[src/rtl/bpu.sv]
// Bimodal branch predictor: a table of saturating direction counters indexed by PC.
// It returns registered predictions, resolves compare-and-branch outcomes and counts mispredicts.
module bpu #(
   parameter int XLEN    = 32,
   parameter int ENTRIES = 64,
   parameter int CNT_W   = 2,
   parameter int STAT_W  = 32
) (
   input  logic              i_clk,
   input  logic              i_rst,
   input  logic              i_pred_valid,
   input  logic [XLEN-1:0]   i_pred_pc,
   output logic              o_pred_valid,
   output logic              o_pred_taken,
   input  logic              i_res_valid,
   input  logic [XLEN-1:0]   i_res_pc,
   input  logic [XLEN-1:0]   i_res_a,
   input  logic [XLEN-1:0]   i_res_b,
   input  logic [2:0]        i_res_op,
   input  logic              i_res_pred_taken,
   output logic              o_res_valid,
   output logic              o_res_take,
   output logic              o_res_mispredict,
   output logic [STAT_W-1:0] o_mispredict_cnt
);

   localparam int IDX_W = $clog2(ENTRIES);

   localparam logic [2:0] OP_EQ  = 3'd0;
   localparam logic [2:0] OP_NE  = 3'd1;
   localparam logic [2:0] OP_LT  = 3'd2;
   localparam logic [2:0] OP_GE  = 3'd3;
   localparam logic [2:0] OP_LTU = 3'd4;
   localparam logic [2:0] OP_GEU = 3'd5;

   localparam logic [CNT_W-1:0]  CNT_MAX  = '1;
   localparam logic [CNT_W-1:0]  WEAK_NT  = CNT_W'((1 << (CNT_W - 1)) - 1);
   localparam logic [STAT_W-1:0] STAT_MAX = '1;

   function automatic logic branch_take(input logic [XLEN-1:0] a,
                                        input logic [XLEN-1:0] b,
                                        input logic [2:0]      op);
      logic signed [XLEN-1:0] sa;
      logic signed [XLEN-1:0] sb;
      sa = a;
      sb = b;
      case (op)
         OP_EQ:   branch_take = (a == b);
         OP_NE:   branch_take = (a != b);
         OP_LT:   branch_take = (sa < sb);
         OP_GE:   branch_take = (sa >= sb);
         OP_LTU:  branch_take = (a < b);
         OP_GEU:  branch_take = (a >= b);
         default: branch_take = 1'b0;
      endcase
   endfunction

   function automatic logic [CNT_W-1:0] cnt_step(input logic [CNT_W-1:0] c,
                                                 input logic             up);
      if (up)
         cnt_step = (c == CNT_MAX) ? c : c + CNT_W'(1);
      else
         cnt_step = (c == '0) ? c : c - CNT_W'(1);
   endfunction

   function automatic logic [STAT_W-1:0] stat_inc(input logic [STAT_W-1:0] s);
      stat_inc = (s == STAT_MAX) ? s : s + STAT_W'(1);
   endfunction

   logic [CNT_W-1:0]  table_q [ENTRIES];
   logic [IDX_W-1:0]  pred_idx;
   logic [IDX_W-1:0]  res_idx;
   logic              take_p0;
   logic              mis_p0;

   logic              pred_vld_p1;
   logic              pred_taken_p1;
   logic              res_vld_p1;
   logic              take_p1;
   logic              mis_p1;
   logic [STAT_W-1:0] stat_p1;

   // PC bits outside the index field are intentionally ignored (aliasing allowed).
   logic unused_pc_bits;
   assign unused_pc_bits = ^{i_pred_pc[XLEN-1:IDX_W+2], i_pred_pc[1:0],
                             i_res_pc[XLEN-1:IDX_W+2], i_res_pc[1:0]};

   // Stage p0: index decode and outcome evaluation
   assign pred_idx = i_pred_pc[IDX_W+1:2];
   assign res_idx  = i_res_pc[IDX_W+1:2];
   assign take_p0  = branch_take(i_res_a, i_res_b, i_res_op);
   assign mis_p0   = take_p0 ^ i_res_pred_taken;

   // Stage p1: registered results; the prediction reads the table before this edge's update lands
   always_ff @(posedge i_clk) begin
      if (i_rst) begin
         pred_vld_p1   <= 1'b0;
         pred_taken_p1 <= 1'b0;
         res_vld_p1    <= 1'b0;
         take_p1       <= 1'b0;
         mis_p1        <= 1'b0;
         stat_p1       <= '0;
         for (int i = 0; i < ENTRIES; i++)
            table_q[i] <= WEAK_NT;
      end else begin
         pred_vld_p1   <= i_pred_valid;
         pred_taken_p1 <= i_pred_valid & table_q[pred_idx][CNT_W-1];
         res_vld_p1    <= i_res_valid;
         take_p1       <= i_res_valid & take_p0;
         mis_p1        <= i_res_valid & mis_p0;
         if (i_res_valid) begin
            table_q[res_idx] <= cnt_step(table_q[res_idx], take_p0);
            if (mis_p0)
               stat_p1 <= stat_inc(stat_p1);
         end
      end
   end

   assign o_pred_valid     = pred_vld_p1;
   assign o_pred_taken     = pred_taken_p1;
   assign o_res_valid      = res_vld_p1;
   assign o_res_take       = take_p1;
   assign o_res_mispredict = mis_p1;
   assign o_mispredict_cnt = stat_p1;

endmodule

[config.mk]
export PLATFORM = sky130hd
export DESIGN_NAME = bpu
export DESIGN_NICKNAME = d
export VERILOG_FILES = /design/src/rtl/bpu.sv
export SDC_FILE = /design/constraint.sdc
export NUM_CORES = 1
export LEC_CHECK = 0
export ABC_AREA = 1
export BUFFER_PORTS_ARGS = -buffer_cell sky130_fd_sc_hd__buf_2
export CAP_MARGIN = 20
export CORE_UTILIZATION = 62
export DETAILED_ROUTE_END_ITERATION = 8
export PLACE_DENSITY_LB_ADDON = 0.12
export SLEW_MARGIN = 10
export SYNTH_ARGS = -nofsm -noshare
export SYNTH_HDL_FRONTEND = slang
export SYNTH_SLANG_ARGS = --single-unit
[constraint.sdc]
create_clock -name i_clk -period 3.44 [get_ports i_clk]
set_input_delay 0.172 -clock i_clk [delete_from_list [all_inputs] [get_ports i_clk]]
set_output_delay 0.172 -clock i_clk [all_outputs]
set_load 0.02 [all_outputs]
==> results_dict.tcl <==
set metrics [dict create \
    critical_path_arrival_ns 2.84 \
    vias_per_cell 5.845 \
    synth_xor_area_frac 0.01127 \
    max_freq_ghz 0.3923 \
    worst_slew_pin_slew_ns 0.9030 \
    core_area_um2 15890 \
    first_global_vias 8851 \
    cpPeakStageDelay_ns 0.47 \
    synth_most_common_cell "nand2_1" \
    grt_setup_unrepaired "false" \
    drive_gt1_frac 0.1277 \
    yosysWarnings 0 \
    critical_path.top_delay_family "simple AND/OR/NAND/NOR gates" \
    ys.flop_type "edfxtp_1" \
    period_minus_slack_ns 2.549 \
    synth_edf_count 128 \
    r2r-end "o_mispredict_cnt[3]" \
    cts.clk_slew.worst_paths_ns 0.06 \
    hold_viol 0 \
    final_area_um2 11430 \
    initial_core_util 0.6361 \
    dr.pass1.iters 5 \
    ys_ff_latch 165 \
    dr.first_iter.drc_count 1083 \
    cts_setup_buffers 0 \
    synthArstFlopShare 0 \
    r2r-start "o_mispredict_cnt[3]" \
    finalSetupViolCount 0 \
    slew_headroom 0.3980 \
    min_period_over_period 0.7410 \
    die_area_um2 16810 \
    drc 0 \
    r2r_slack_ns 0.90 \
    path_buf_inv 2 \
    ant_nets 0 \
    cts_max_path_buffers 2 \
    gp_congestion 0.9193 \
    fp.dieW_um 129.7 \
    h-tree-depth 4 \
    fin_util 0.7194 \
    peakVddDrop_mv 0.3580 \
    track_usage 0.3395 \
    status "finished, final reports clean" \
    detailed_place.area_um2 10890 \
    synthAdderAreaFrac 0.04086 \
    cp_slowest_cell "nand3_1" \
    p_leak_uw 0.004614 \
    maxSlewViolCount 0 \
    num_io_pins 173 \
    finalClockSkew_ns 0.01122 \
    cts_num_sinks 165 \
    cp-startpoint "i_res_b[31]" \
    synth_cell_type_count 41 \
    min_from "i_res_pred_taken" \
    worst_hold_path_type "input pin to register" \
    synth_area_leaders "edfxtp_1 38%, nand2_1 11%, dfxtp_1 7.3%" \
    num_vias 9685 \
    synth_top_area_frac 0.3804 \
    synthCells 1331 \
    antenna_found_initial 0 \
    cp-start-kind "input pin" \
    layout_setup_ws_ns 0.8911 \
    wl_per_cell_um 16.79 \
    synthMuxAreaShare 0 \
    ys_seq_area_frac 0.4537 \
    hpwlAfterDp_mm 18.37 \
    crit_type "input pin to register" \
    die_h_um 129.7 \
    critPathMaxFanout 15 \
    grt_overflow_total 0 \
    clockRootBuffer "clkbuf_16" \
    cts_buffers 17 \
    numPortBuffers 120 \
    maxCapViolCount 0 \
    synth.avg_cell_area_um2 7.592 \
    holdWs_ns 0.1051 \
    crit_path_end_kind "register" \
    wl_mm 27.82 \
    cp_num_cells 16 \
    grt_max_degree 79 \
    synth_area_um2 10100 \
    endpoint "o_mispredict_cnt[2]" \
    synth_top_family_by_area "simple AND/OR/NAND/NOR gates" \
    synthSimpleGateAreaFrac 0.2720 \
    grt_first_pass_wirelength_mm 43.25 \
    tns_ns 0 \
    clk_latency_ns 0.43 \
    fillers 1318 \
    yosys.area.top_type "edfxtp_1" \
    path_common_cell "nand2_1" \
    cts_tree "done" \
    layout.nets 1597 \
    rr_worst_depth 10 \
    synth-compound-area-share 0.1180 \
    rows 46 \
    power.density_nw_per_um2 407.4 \
    areaGrowthSynthToFinish_pct 13.09 \
    required_ns 3.73 \
    crit_chain "buf_2 > inv_1 > ha_1 > nand2_1 > nor2_1 > nand2_1 > nor3b_1 > nand2_1 > nand3_1 > nand3_1 > nand2_1 > nand3_1 > nand2_1 > nand3_1 > nand2_1 > a21oi_1" \
    netlist_top_cells_count "299 x nand2_1, 196 x inv_1, 167 x nor2_1, 128 x edfxtp_1, 126 x nand3_1" \
    dp_slack_ns 0.5038 \
    antenna_cells 0 \
    synth_nets 1500 \
]
[what timing repair did]
item | 4_1_cts | 5_1_grt
endpoints found under the hold margin | 1 | 0
gates resized for setup | 0 | 0
endpoints found under the setup margin | 0 | 0
hold buffers | 1 | 0
[report_power, final]
group / switching [µW] / leakage [µW] / internal (µW) / total (µW)
Clock: 760 / 0.000251 / 991 / 1750
Combinational: 490 / 0.00292 / 205 / 695
Sequential: 24.1 / 0.00145 / 2180 / 2210
Total: 1270 / 0.00461 / 3380 / 4660
[how the worst min path moves through the flow]
stage	endpoint	slack [ns]	cells after the start
2_1_floorplan	o_pred_valid	0.29	2
3_3_place_gp	o_pred_valid	0.42	3
3_5_place_dp	o_pred_valid	0.42	3
4_1_cts	o_res_mispredict	0.09	4
5_1_grt	o_res_mispredict	0.12	3
6_report	o_res_mispredict	0.11	4
[state kept, by name, summed over array words and instances (netlist names)]
register,flops
o_res_mispredict,1
o_mispredict_cnt,32
table_q,128
o_pred_taken,1
o_res_take,1
o_res_valid,1
o_pred_valid,1
[layer usage]
layer / global-route usage / vias up / share of wire
met5: 0 / - / 0
met4: 0.1580 / 0 / 0.034
met3: 0.07102 / 89 / 0.11
met2: 0.5546 / 553 / 0.46
met1: 0.4335 / 4432 / 0.39
li1: - / 4611 / -
[placed cells by master, fill, tap and decap left out, drive strengths merged, types with 17 or more instances in the layout]
cell type  count
buf          137
o21ai         42
nand3        129
a21oi        106
nor2         168
clkbuf        23
a22oi         17
nor3          23
edfxtp       128
nand4         18
inv          207
ha            33
nand2        299
dfxtp         37
[layout make-up]
| class | instances | area [µm²] | share of cell area |
|---|---|---|---|
| multi-input combinational | 898 | 4488 | 0.3928 |
| timing repair buffer | 138 | 775.7 | 0.06789 |
| inverter | 208 | 780.7 | 0.06832 |
| tap | 216 | 270.3 | 0.02365 |
| clock inverter | 9 | 80.08 | 0.007008 |
| sequential | 165 | 4584 | 0.4012 |
| clock buffer | 23 | 447.9 | 0.03920 |
[worst min-delay path, delay by kind of cell]
kind                   cells  cell delay, ns
AO/OA/AOI/OAI              1            0.06
buffers and inverters      2            0.16
AND/OR/NAND/NOR            1            0.08
[through the flow]
stage | std cells | power (µW)
after floorplan | 1331 | 2683
after global placement | 1624 | 2917
after detailed placement | 1624 | 2928
after CTS | 1657 | 4648
after global routing | 1657 | 4806
final | 1657 | 4656
[kinds of logic after synthesis]
family                     Yosys count
xor gates and xnor gates            13
AOI/OAI and AO/OA                  201
DFF                                165
and+or+nand+nor                    651
buffers and inverters              268
adders and majority gates           33
(Power assumes the default switching activity.)
